--- src/rtl/pitch_pkg.sv ---
// pitch_pkg: shared types, widths and helpers for the FFT frame controller
package pitch_pkg;
  typedef enum logic [2:0] {IDLE, FILL, WAIT_OUT, SCAN, REPORT} state_t;
  localparam int NPTS_DEFAULT = 64;
  localparam int SAMPLE_W = 12;
  localparam int FFT_OUT_W = 19;
  localparam int MAG_W = 20;
  localparam int CNT_W = 7;
  localparam int BIN_W = 6;
  // The most negative value has no positive twin, so it clamps to the largest positive one.
  function automatic logic [FFT_OUT_W-1:0] abs_sat(input logic signed [FFT_OUT_W-1:0] x);
    return !x[FFT_OUT_W-1] ? x :
           (x == {1'b1, {(FFT_OUT_W-1){1'b0}}}) ? {1'b0, {(FFT_OUT_W-1){1'b1}}} : -x;
  endfunction
endpackage

--- src/rtl/fft_frame_ctrl_if.sv ---
// fft_frame_ctrl_if: Avalon-ST sink/source bundle between the frame controller and the FFT core
//   master: controller side (drives sink_*, fftpts_in, inverse, source_ready)
//   slave:  FFT core side (drives sink_ready, source_valid/sop/eop/real/imag)
interface fft_frame_ctrl_if;
  import pitch_pkg::*;
  logic sink_valid, sink_sop, sink_eop, sink_ready;
  logic [SAMPLE_W-1:0] sink_real, sink_imag;
  logic [1:0] sink_error;
  logic [CNT_W-1:0] fftpts_in;
  logic inverse;
  logic source_valid, source_sop, source_eop, source_ready;
  logic signed [FFT_OUT_W-1:0] source_real, source_imag;
  modport master (
    output sink_valid, sink_sop, sink_eop, sink_real, sink_imag, sink_error, fftpts_in, inverse, source_ready,
    input sink_ready, source_valid, source_sop, source_eop, source_real, source_imag
  );
  modport slave (
    input sink_valid, sink_sop, sink_eop, sink_real, sink_imag, sink_error, fftpts_in, inverse, source_ready,
    output sink_ready, source_valid, source_sop, source_eop, source_real, source_imag
  );
endinterface

--- src/rtl/fft_mag_peak.sv ---
// fft_mag_peak: |re|+|im| magnitude and argmax over the positive-frequency bins of one frame
//   clr: start of frame (bin 0 beat); beat: valid output beat at index bin; done: last beat
//   peak_bin/peak_mag: registered result, updated on done including the last beat
module fft_mag_peak import pitch_pkg::*; #(
  parameter int NPTS = NPTS_DEFAULT
) (
  input  logic                        clk,
  input  logic                        resetNot,
  input  logic                        clr,
  input  logic                        beat,
  input  logic                        done,
  input  logic [CNT_W-1:0]            bin,
  input  logic signed [FFT_OUT_W-1:0] re,
  input  logic signed [FFT_OUT_W-1:0] im,
  output logic [BIN_W-1:0]            peak_bin,
  output logic [MAG_W-1:0]            peak_mag
);
  logic [CNT_W-1:0] best_bin, nxt_bin;
  logic [MAG_W-1:0] best_mag, nxt_mag, mag;
  logic cand;
  // Strict compare keeps the lower bin on ties; DC and mirror bins never qualify.
  always_comb begin
    mag = {1'b0, abs_sat(re)} + {1'b0, abs_sat(im)};
    cand = beat && bin != '0 && bin < CNT_W'(NPTS / 2) && mag > best_mag;
    nxt_bin = cand ? bin : best_bin;
    nxt_mag = cand ? mag : best_mag;
  end
  always_ff @(posedge clk or negedge resetNot)
    if (!resetNot) begin
      best_bin <= CNT_W'(1);
      best_mag <= '0;
      peak_bin <= '0;
      peak_mag <= '0;
    end else begin
      if (clr) begin
        best_bin <= CNT_W'(1);
        best_mag <= '0;
      end else if (beat) begin
        best_bin <= nxt_bin;
        best_mag <= nxt_mag;
      end
      if (done) begin
        peak_bin <= nxt_bin[BIN_W-1:0];
        peak_mag <= nxt_mag;
      end
    end
endmodule

--- src/rtl/fft_frame_ctrl.sv ---
// fft_frame_ctrl: feeds mic samples to an FFT in frames and reports the strongest bin
//   clk, resetNot (async active-low), run, sample_tick, sample: capture control and mic input
//   fft (master): FFT core sink/source handshakes
//   peak_bin, peak_mag, result_valid: per-frame result; overrun (sticky), timeout (pulse): status
module fft_frame_ctrl import pitch_pkg::*; #(
  parameter int NPTS = NPTS_DEFAULT,
  parameter int TIMEOUT = 4096
) (
  input  logic                clk,
  input  logic                resetNot,
  input  logic                run,
  input  logic                sample_tick,
  input  logic [SAMPLE_W-1:0] sample,
  fft_frame_ctrl_if.master    fft,
  output logic [BIN_W-1:0]    peak_bin,
  output logic [MAG_W-1:0]    peak_mag,
  output logic                result_valid,
  output logic                overrun,
  output logic                timeout
);
  localparam int TW = $clog2(TIMEOUT + 1);
  state_t state, nxt;
  logic [CNT_W-1:0] cnt, bin;
  logic [TW-1:0] wcnt;
  logic acc, drop, sop_beat, beat, done, expire;
  assign fft.fftpts_in = CNT_W'(NPTS);
  assign fft.inverse = 1'b0;
  assign fft.sink_imag = '0;
  assign fft.sink_error = '0;
  // Offset-binary to two's complement: flipping the MSB subtracts mid-scale.
  assign fft.sink_real = {~sample[SAMPLE_W-1], sample[SAMPLE_W-2:0]};
  always_comb begin
    acc = state == FILL && sample_tick && fft.sink_ready;
    drop = state == FILL && sample_tick && !fft.sink_ready;
    sop_beat = state == WAIT_OUT && fft.source_valid && fft.source_sop;
    beat = state == SCAN && fft.source_valid;
    done = beat && fft.source_eop;
    expire = state == WAIT_OUT && !sop_beat && wcnt == TW'(TIMEOUT - 1);
    nxt = state;
    case (state)
      IDLE:     nxt = run ? FILL : IDLE;
      FILL:     nxt = acc && cnt == CNT_W'(NPTS - 1) ? WAIT_OUT : FILL;
      WAIT_OUT: nxt = sop_beat ? SCAN : expire ? IDLE : WAIT_OUT;
      SCAN:     nxt = done ? REPORT : SCAN;
      REPORT:   nxt = run ? FILL : IDLE;
      default:  nxt = IDLE;
    endcase
    fft.sink_valid = acc;
    fft.sink_sop = acc && cnt == '0;
    fft.sink_eop = acc && cnt == CNT_W'(NPTS - 1);
    fft.source_ready = state == WAIT_OUT || state == SCAN;
  end
  always_ff @(posedge clk or negedge resetNot)
    if (!resetNot) state <= IDLE;
    else state <= nxt;
  // run is not consulted inside FILL, so a frame always completes and the FFT stays aligned.
  always_ff @(posedge clk or negedge resetNot)
    if (!resetNot) begin
      cnt <= '0;
      bin <= '0;
      wcnt <= '0;
      overrun <= 1'b0;
      timeout <= 1'b0;
      result_valid <= 1'b0;
    end else begin
      cnt <= state != FILL ? '0 : acc ? cnt + 1'b1 : cnt;
      wcnt <= state == WAIT_OUT ? wcnt + 1'b1 : '0;
      bin <= sop_beat ? CNT_W'(1) : beat ? bin + 1'b1 : bin;
      overrun <= overrun | drop;
      timeout <= expire;
      result_valid <= done;
    end
  // The SOP beat is bin 0 and is consumed in WAIT_OUT; it only restarts the search.
  fft_mag_peak #(.NPTS(NPTS)) u_peak (
    .clk      (clk),
    .resetNot (resetNot),
    .clr      (sop_beat),
    .beat     (beat),
    .done     (done),
    .bin      (bin),
    .re       (fft.source_real),
    .im       (fft.source_imag),
    .peak_bin (peak_bin),
    .peak_mag (peak_mag)
  );
endmodule
--- src/flat_wrapper.sv ---
// flat-port wrapper written by rule: the top's interface ports become plain ports
module fft_frame_ctrl_flat import pitch_pkg::*;
#(
  parameter int NPTS = NPTS_DEFAULT,
  parameter int TIMEOUT = 4096
)
  (clk, resetNot, run, sample_tick, sample, peak_bin, peak_mag, result_valid, overrun, timeout, fft_sink_valid, fft_sink_sop, fft_sink_eop, fft_sink_real, fft_sink_imag, fft_sink_error, fft_fftpts_in, fft_inverse, fft_source_ready, fft_sink_ready, fft_source_valid, fft_source_sop, fft_source_eop, fft_source_real, fft_source_imag);
  fft_frame_ctrl_if fft_i ();
  input  logic clk;
  input  logic resetNot;
  input  logic run;
  input  logic sample_tick;
  input  logic [SAMPLE_W-1:0] sample;
  output logic [BIN_W-1:0] peak_bin;
  output logic [MAG_W-1:0] peak_mag;
  output logic result_valid;
  output logic overrun;
  output logic timeout;
  output wire logic [$bits(fft_i.sink_valid)-1:0] fft_sink_valid;
  output wire logic [$bits(fft_i.sink_sop)-1:0] fft_sink_sop;
  output wire logic [$bits(fft_i.sink_eop)-1:0] fft_sink_eop;
  output wire logic [$bits(fft_i.sink_real)-1:0] fft_sink_real;
  output wire logic [$bits(fft_i.sink_imag)-1:0] fft_sink_imag;
  output wire logic [$bits(fft_i.sink_error)-1:0] fft_sink_error;
  output wire logic [$bits(fft_i.fftpts_in)-1:0] fft_fftpts_in;
  output wire logic [$bits(fft_i.inverse)-1:0] fft_inverse;
  output wire logic [$bits(fft_i.source_ready)-1:0] fft_source_ready;
  input wire logic [$bits(fft_i.sink_ready)-1:0] fft_sink_ready;
  input wire logic [$bits(fft_i.source_valid)-1:0] fft_source_valid;
  input wire logic [$bits(fft_i.source_sop)-1:0] fft_source_sop;
  input wire logic [$bits(fft_i.source_eop)-1:0] fft_source_eop;
  input wire logic [$bits(fft_i.source_real)-1:0] fft_source_real;
  input wire logic [$bits(fft_i.source_imag)-1:0] fft_source_imag;
  assign fft_sink_valid = fft_i.sink_valid;
  assign fft_sink_sop = fft_i.sink_sop;
  assign fft_sink_eop = fft_i.sink_eop;
  assign fft_sink_real = fft_i.sink_real;
  assign fft_sink_imag = fft_i.sink_imag;
  assign fft_sink_error = fft_i.sink_error;
  assign fft_fftpts_in = fft_i.fftpts_in;
  assign fft_inverse = fft_i.inverse;
  assign fft_source_ready = fft_i.source_ready;
  assign fft_i.sink_ready = fft_sink_ready;
  assign fft_i.source_valid = fft_source_valid;
  assign fft_i.source_sop = fft_source_sop;
  assign fft_i.source_eop = fft_source_eop;
  assign fft_i.source_real = fft_source_real;
  assign fft_i.source_imag = fft_source_imag;
  fft_frame_ctrl #(.NPTS(NPTS), .TIMEOUT(TIMEOUT)) u_core (.clk(clk), .resetNot(resetNot), .run(run), .sample_tick(sample_tick), .sample(sample), .fft(fft_i), .peak_bin(peak_bin), .peak_mag(peak_mag), .result_valid(result_valid), .overrun(overrun), .timeout(timeout));
endmodule
--- config.mk ---
export PLATFORM = sky130hd
export DESIGN_NAME = fft_frame_ctrl_flat
export DESIGN_NICKNAME = d
export VERILOG_FILES = /design/src/rtl/pitch_pkg.sv /design/src/rtl/fft_frame_ctrl_if.sv /design/src/rtl/fft_mag_peak.sv /design/src/rtl/fft_frame_ctrl.sv /design/src/flat_wrapper.sv
export SDC_FILE = /design/constraint.sdc
export NUM_CORES = 1
export LEC_CHECK = 0
export ABC_AREA = 1
export BUFFER_PORTS_ARGS = -buffer_cell sky130_fd_sc_hd__buf_2
export CORE_ASPECT_RATIO = 1.25
export CORE_MARGIN = 3
export CORE_UTILIZATION = 45
export CTS_BUF_LIST = sky130_fd_sc_hd__clkbuf_8 sky130_fd_sc_hd__clkbuf_16
export CTS_CLUSTER_DIAMETER = 200
export DETAILED_ROUTE_END_ITERATION = 8
export PLACE_DENSITY_LB_ADDON = 0.3
export REMOVE_ABC_BUFFERS = 1
export SYNTH_ARGS = -nofsm -noshare
export SYNTH_HDL_FRONTEND = slang
export SYNTH_HIERARCHICAL = 1
export SYNTH_SLANG_ARGS = --single-unit
--- constraint.sdc ---
create_clock -name clk -period 2.1 [get_ports clk]
set_input_delay 0.42 -clock clk [delete_from_list [all_inputs] [get_ports clk]]
set_output_delay 0.42 -clock clk [all_outputs]
set_load 0.01 [all_outputs]
# Word level (Yosys, flattened, before mapping)
# Cells that the tools add are included.
# Widths: inputs -> output; s select.
# classes
n_addsub	6
order_cmp	2
eq_ne	9
muxes	21
n_bitwise	2
reduce_logical	23
# ops
operator	count
$mux 19	4
$mux 20	3
$eq 19x19->1 const B	2
$neg 19->19	2
$mux 7	4
$add 19x19->20	1
$gt 20x20->1	1
$mux 6	3
$add 7x1->7 const B	2
$logic_and 1x1->1	14
$add 13x1->13 const B	1
$eq 13x12->1 const B	1
$mux 13	1
$pmux 3 s4	1
$eq 7x6->1 const B	1
$logic_not 7->1	1
$lt 7x6->1 const B	1
$reduce_bool 7->1	1
$eq 3x2->1 const B	2
$mux 3	2
$mux 2	2
$reduce_bool 2->1	2
$eq 3x1->1 const B	1
$eq 3x3->1 const B	1
8 further kinds	9
# totals
ff_bits	85
inputBits	58
output_inout_bits	67
word_cells	74

# Logic depth before layout (Yosys ltp)
# Gate-level depths: netlist (run 1).
# logic_depth
depth_word	9
depth_mapped	33
mapped_depth_nobuf	31

# By module
# The synthesis (run 1) kept the hierarchy.
# modules_own_cells
module	instances	cells_per_inst	area_per_inst_um2	seq_area_each_um2
fft_mag_peak	1	791	4912.2	1302.5
fft_frame_ctrl	1	272	2128.3	825.8

# Worst setup path before layout (run 1)
# No wires, ideal clock.
# synth_timing
path_type	input -> register
startpoint	in fft_source_imag[0]
endpoint	reg u_core.u_peak.peak_mag[10]
setup_ns	0.118
t_arrival_ns	3.820
required_time_ns	1.982
setup_slack_ns	-1.838
cell_stages	30
n_path_buf	2
path_cell_list	inv_1 > ha_1 > nand3_1 > nor2_1 > nand3_1 > nand3b_1 > buf_2 > nand3_1 > ha_1 > nand2_1 > inv_1 > a21oi_1 > nand3_1 > nand2_1 > nand3_1 > nand2_1 > inv_1 > ha_1 > nand2_1 > nor2_2 > nand2_1 > nor2_2 > nand2_1 > nand3_2 > nand2_4 > inv_2 > buf_6 > nand2_1 > nand3_1 > nand2_1
# synth_via
elab_chain_len	7
word_cells_on_any_way	8
classes_between	add/sub (2); order compare (1); eq/ne (1); mux (3); reduce/logical (1)
# synth_rtl
element	line_no	source
start: declaration	flat_wrapper.sv:33	input wire logic [$bits(fft_i.source_imag)-1:0] fft_source_imag;
$neg 19->19 or $eq 19x19->1 (tied branches)	pitch_pkg.sv:13	(x == {1'b1, {(FFT_OUT_W-1){1'b0}}}) ? {1'b0, {(FFT_OUT_W-1){1'b1}}} : -x;
$mux 19	pitch_pkg.sv:13	
$mux 19 *	pitch_pkg.sv:12	return !x[FFT_OUT_W-1] ? x :
$add 19x19->20 *	fft_mag_peak.sv:23	mag = {1'b0, abs_sat(re)} + {1'b0, abs_sat(im)};
$gt 20x20->1	fft_mag_peak.sv:24	cand = beat && bin != '0 && bin < CNT_W'(NPTS / 2) && mag > best_mag;
$logic_and 1x1->1	fft_mag_peak.sv:24	
$mux 20 *	fft_mag_peak.sv:26	nxt_mag = cand ? mag : best_mag;
end signal: assignment	fft_mag_peak.sv:44	peak_mag <= nxt_mag;
end: declaration	fft_mag_peak.sv:16	output logic [MAG_W-1:0] peak_mag
# Every way passes the cells marked *; elsewhere a longest branch is shown, timed or not.
# A chain may end at the register's enable or synchronous reset.

# Final worst setup path (run 1)
# layout_timing
startpoint	in fft_source_real[1]
endpoint	reg u_core.u_peak.peak_bin[0]
# layout_via
elab_chain_len	7
word_cells_on_any_way	8
classes_between	add/sub (2); order compare (1); eq/ne (1); mux (3); reduce/logical (1)
# layout_rtl
element	line_no	source
start: declaration	flat_wrapper.sv:32	input wire logic [$bits(fft_i.source_real)-1:0] fft_source_real;
$neg 19->19 or $eq 19x19->1 (tied branches)	pitch_pkg.sv:13	
$mux 19	pitch_pkg.sv:13	
$mux 19 *	pitch_pkg.sv:12	
$add 19x19->20 *	fft_mag_peak.sv:23	
$gt 20x20->1 *	fft_mag_peak.sv:24	
$logic_and 1x1->1 *	fft_mag_peak.sv:24	
$mux 6 *	fft_mag_peak.sv:25	nxt_bin = cand ? bin : best_bin;
end signal: assignment	fft_mag_peak.sv:43	peak_bin <= nxt_bin[BIN_W-1:0];
end: declaration	fft_mag_peak.sv:15	output logic [BIN_W-1:0] peak_bin,
# Marked as above.

==> results of run 1 <==
==> per-stage QoR <==
stage / power [mW] / area (um^2) / setup TNS, ns / utilization [%]
6_report: 6.220 / 10980 / -99.65 / 72.55
3_3_place_gp: 3.613 / 8587 / -125.25 / 56.72
3_5_place_dp: 3.650 / 8587 / -128.12 / 56.72
2_1_floorplan: 2.836 / 6750 / -114.32 / -
5_1_grt: 6.578 / 10980 / -107.86 / 72.55
4_1_cts: 5.541 / 9629 / -86.86 / 63.60
==> layout make-up <==
type                    instances  area share (%)
clock buffers                   9           2.050
clock inverters                 7          0.6834
inverters                     155           5.388
multi-input cells             790           50.44
flip-flops and latches         85           19.39
well taps                     208           2.369
repair buffers                286           19.68
==> path summary, 6_finish.rpt <==
check / from / to / slack [ns] / cells after the start
max in group asynchronous: resetNot / u_core/cnt[0] / 1.50 / 2
worst min register to register: u_core/wcnt[0] / u_core/wcnt[0] / 0.46 / 1
worst max register to register: u_core/u_peak/best_mag[19] / u_core/u_peak/peak_bin[0] / -0.02 / 12
worst min-delay path: resetNot / u_core/u_peak/peak_bin[4] / 0.05 / 1
min in group clk: fft_source_eop / u_core/state[2] / 0.35 / 3
worst max-delay path: fft_source_real[1] / u_core/u_peak/peak_bin[0] / -1.99 / 35
==> logic make-up after synthesis <==
kind of cell | after synthesis | synth area share, %
xor gates and xnor gates | 13 | 1.617
adders and majority gates | 46 | 8.282
other | 3 | 0.1599
AOI/OAI and AO/OA | 97 | 7.677
and+or+nand+nor | 610 | 38.53
buffers and inverters | 209 | 13.51
DFF | 85 | 30.23
==> worst reg2reg max path: stages, from the launching register on <==
cell	delay (ns)
dfrtp_1	0.33
inv_1	0.09
ha_1	0.35
a21oi_1	0.14
o21ai_0	0.13
nor2_2	0.21
nand3_4	0.16
nand2_8	0.18
buf_12	0.17
nand2_4	0.07
o21ai_2	0.06
nand2_1	0.08
nand2_1	0.07
==> synth_stat cells, types with 2 or more instances <==
library cell and number:
inv_2 7, nand4_1 9, ha_1 45, o31ai_1 3, nand2_4 2, nand3b_1 14, inv_1 148, nor2_4 3
o21bai_1 2, buf_6 5, a21o_1 3, or2_2 12, a22oi_1 2, buf_1 2, nand2_1 334, nand2_2 2
nor3_2 3, buf_2 4, nand3_2 5, a21oi_2 3, nor3_4 2, a21oi_1 34, clkbuf_1 10, dfrtp_1 84
nor4_1 2, o21ai_2 2, nor2_2 5, nand3_1 110, nor2_1 90, nor3_1 13, conb_1 3, o21ai_0 30
xor2_1 9, buf_4 33, o21ai_1 13, xnor2_1 4, a31oi_1 2
==> report_power, final <==
| part | internal [mW] | total [mW] | switching, mW |
|---|---|---|---|
| Sequential | 1.73 | 1.81 | 0.0845 |
| Clock | 0.925 | 1.58 | 0.656 |
| Combinational | 1.36 | 2.83 | 1.47 |
| Total | 4.01 | 6.22 | 2.21 |
==> metal layers <==
metal	part of all wire, %	wire length, um
met1	37	8362
met5	0	0
met4	5.2	1180
met3	4.0	913
met2	54	12300
==> state kept, by name, summed over array words and instances (netlist names), 3 cells and up <==
name	count
u_core/state	3
u_core/wcnt	13
u_core/bin	7
u_core/u_peak/peak_bin	6
u_core/cnt	7
u_core/u_peak/peak_mag	20
u_core/u_peak/best_mag	20
u_core/u_peak/best_bin	6
==> timing repair <==
item,4_1_cts,5_1_grt
gates cloned,1,2
endpoints found under the setup margin,53,53
gates resized for setup,113,284
pin swaps,32,106
buffers inserted,31,22
==> flow_summary.toml, run 1 <==
[run_status]
status = "finished, violations left"
violations = "negative setup slack"

[setup_path]
cp.required_ns = 2.32
crit_type = "in -> reg"
cp.arrival_ns = 4.31
crit_top_cell = "nand2_1"
cp-end-kind = "flip-flop"
crit_buf_inv = 7
critPathMaxStageDelay_ns = 0.35
critPathLaunchType = "input port"
slowest_stage = "ha_4"
cp_top_family = "simple AND/OR/NAND/NOR gates"
worst-path-max-fanout = 8

[route]
vias = 7973
routed_wl_um = 22760
drc_errors = 0
firstDrtPassIters = 5
avgViaCountPerCell = 5.177
ant_nets = 0
wl_per_cell_um = 14.78
drt-initial-drc-count = 461

[clock_tree]
cts.root.buffer_cell = "clkbuf_16"
clockBufferDepth = 2
cts_buffers = 9
clock-sinks = 85
cts_tree = "built"
holdBufCountCts = 0
clkTransAtPathRegs_ns = 0.07
htreeDepth = 3
clock_latency_ns = 0.34

[placed_design]
dp_hpwl_um = 14080
placedCellCount = 1471
io_buffers = 80
pre_cts_slack_ns = -2.549
gp_congestion = 0.8587

[final_layout]
fill_cells = 1088
mostFrequentLayoutCell = "nand2_1"
layout_common_cells = "234 x nand2_1, 178 x buf_4, 132 x inv_1"
drive_gt1_share_pct = 45.65
seqCellArea_mm2 = 0.002130
instances_no_fill = 1540
layout.nets = 1431
multiInputGateArea_mm2 = 0.005540
antenna_cells = 0
syn2layout_area_growth_pct = 56.02

[timing]
max_freq_ghz = 0.2444
finClkSkew_ns = 0.007522
rsz0062_at_grt = "true"
setup_violations = 52
hold_slack_ns = 0.04589
finalCriticalPeriod_ns = 4.092
slew_violations = 0
hold_viol = 0
fin_ws_ns = -1.992
period_share_pct = 194.9

[synth]
synthDominantCellAreaShare_pct = 29.86
synthArstFlopShare_pct = 100.0
synth_cell_types = 46
synth_top_area_cell = "dfrtp_1"
ys_ff_latch = 85
syn_inst = 1063
synth_edf_count = 0
synth_area_mm2 = 0.007041
ys_seq_area_share_pct = 30.23
synth_area_per_cell_um2 = 6.623
synth_area_leaders = "dfrtp_1 30%, nand2_1 18%, ha_1 8.0%"
synth_ff_type = "dfrtp_1"
yosys_warnings = 6

[grt]
grt_overflow = 0
use_met3_pct = 3.616
antenna_found_initial = 0
grt_pass1_wl_um = 31940
use_met2_pct = 40.72
grt_max_degree = 41
grtUsageMet1_pct = 24.56
grt_pass1_vias = 7269
grt.total_usage_pct = 21.70
busiest_layer = "met2"

[die]
die-height_um = 145.8
dieArea_mm2 = 0.01719
core-area_mm2 = 0.01514
std_cell_rows = 50
die_w_um = 117.9
start_util_pct = 46.50
io-pin-count = 125

[hold_path]
hp-class = "in -> async"

[job]
maxCapViolCount = 0

[power]
powerDensity_mw_per_mm2 = 566.3
p_leak_nw = 5.767
vdd_ir_drop_max_uv = 370.6
Note: power is estimated with default switching activity, not from simulation.
==> inputs of run 2 (changes only) <==
- CTS_BUF_LIST: sky130_fd_sc_hd__clkbuf_8 sky130_fd_sc_hd__clkbuf_16 -> sky130_fd_sc_hd__clkbuf_2
==> flow_summary.toml, run 2 (same netlist as run 1, synthesis figures left out) <==
[clock_tree]
cts_tree = "built"
clock-sinks = 85
cts.root.buffer_cell = "clkbuf_2"
cts_buffers = 9
clock_latency_ns = 0.55
htreeDepth = 3
clkTransAtPathRegs_ns = 0.21
clockBufferDepth = 2

[setup_path]
cp-end-kind = "flip-flop"
critPathLaunchType = "input port"
worst-path-max-fanout = 8
cp.required_ns = 2.54
reg2reg_depth = 13
crit_type = "in -> reg"
cp.arrival_ns = 4.12

[die]
die_w_um = 117.9
die-height_um = 145.8
dieArea_mm2 = 0.01719
std_cell_rows = 50
start_util_pct = 46.50
core-area_mm2 = 0.01514
io-pin-count = 125

[route]
drc_errors = 0
drt-initial-drc-count = 306
firstDrtPassIters = 7
vias = 7709
ant_nets = 0
wl_per_cell_um = 13.44
routed_wl_um = 20530
avgViaCountPerCell = 5.045

[power]
vdd_ir_drop_max_uv = 270.3
powerDensity_mw_per_mm2 = 510.4
p_leak_nw = 5.564

[grt]
grt_pass1_vias = 6918
grt.total_usage_pct = 20.73
grt_overflow = 0
antenna_found_initial = 1
grt_max_degree = 41
grt_pass1_wl_um = 30460

[hold_path]
hold_depth = 3
hp-class = "in -> reg"

[timing]
finalCriticalPeriod_ns = 3.688
hold_slack_ns = 0.1449
slew_violations = 0
setup_violations = 54
max_freq_ghz = 0.2711
hold_viol = 0
fin_ws_ns = -1.588
period_share_pct = 175.6
rsz0062_at_grt = "true"
finClkSkew_ns = 0.03718

[placed_design]
dp_hpwl_um = 14080
placedCellCount = 1471
gp_congestion = 0.8587
io_buffers = 80

[final_layout]
layout.nets = 1418
layout_common_cells = "263 x nand2_1, 170 x buf_4, 132 x inv_1"
reg_top3 = "u_core/u_peak/best_mag (20), u_core/u_peak/peak_mag (20), u_core/wcnt (13)"
syn2layout_area_growth_pct = 47.49
instances_no_fill = 1528
drive_gt1_share_pct = 41.85
mostFrequentLayoutCell = "nand2_1"
fill_cells = 1218

[run_status]
violations = "negative setup slack"
status = "finished, violations left"

[job]
maxCapViolCount = 0
==> run 2: cell type report <==
type                       count  area [um^2]  share of cell area [%]
antenna                        1        2.502                 0.02410
clock buffer                   9        45.04                  0.4338
clock inverter                 7        75.07                  0.7230
inverter                     155        591.8                   5.699
multi-input combinational    790         5260                   50.66
sequential                    85         2132                   20.53
tap                          208        260.3                   2.506
timing repair buffer         273         2017                   19.42
==> run 2: repair_timing <==
item | in CTS | in global routing
setup buffers | 9 | 29
hold endpoints to repair | 31 | 0
pin swaps | 20 | 100
endpoints found under the setup margin | 55 | 55
gates resized for setup | 100 | 213
gates cloned | 0 | 2
hold buffers | 1 | 0
==> run 2: layer usage <==
layer	vias up	routed length (um)	part of all wire, %	global-route usage, %
li1	3833	-	-	-
met1	3609	7920	39	24.14
met2	211	11150	54	38.68
met3	56	817	4.0	3.460
met4	0	644	3.1	6.276
met5	-	0	0	0
==> run 2: worst max-delay path: stages <==
cell and delay (ns):
buf_6 0.10, inv_4 0.06, ha_4 0.14, nand3_4 0.08, nor2_4 0.14, nand3_2 0.08, nand3b_1 0.31, a22oi_2 0.29
ha_2 0.32, buf_4 0.13, nand2_1 0.07, nor2_1 0.06, nand3_1 0.09, nand3_2 0.11, buf_4 0.17, xor2_2 0.15
ha_1 0.30, nand2_1 0.08, nor2_2 0.05, nand2_2 0.08, nor2_4 0.04, a21oi_2 0.29, nand2_8 0.15, buf_12 0.19
nand2_4 0.07, o21ai_2 0.05, nand2_1 0.05, nand2_1 0.05
==> run 2: where the power goes <==
part	internal, mW	switching [mW]
Clock	0.277	0.593
Sequential	1.73	0.0877
Combinational	1.24	1.37
==> run 2: through the flow <==
step	util (%)	total power [mW]	area (um^2)	setup TNS, ns	setup slack, ns
after floorplan	-	2.836	6750	-114.32	-2.296
after global placement	56.72	3.613	8587	-125.25	-2.494
after detailed placement	56.72	3.650	8587	-128.12	-2.549
after CTS	60.98	4.744	9231	-73.14	-1.472
after global routing	68.59	5.662	10380	-87.49	-1.723
final	68.59	5.300	10380	-79.38	-1.588
==> run 2: worst paths after layout <==
kind / from / endpoint / slack (ns)
max: fft_source_imag[0] / u_core/u_peak/peak_bin[0] / -1.59
max in group asynchronous: resetNot / u_core/state[1] / 1.18
min in group asynchronous: resetNot / u_core/bin[4] / 0.33
max reg2reg: u_core/u_peak/best_mag[11] / u_core/u_peak/peak_bin[0] / 0.06
min: fft_source_eop / u_core/state[2] / 0.14
min reg2reg: u_core/wcnt[0] / u_core/wcnt[0] / 0.48
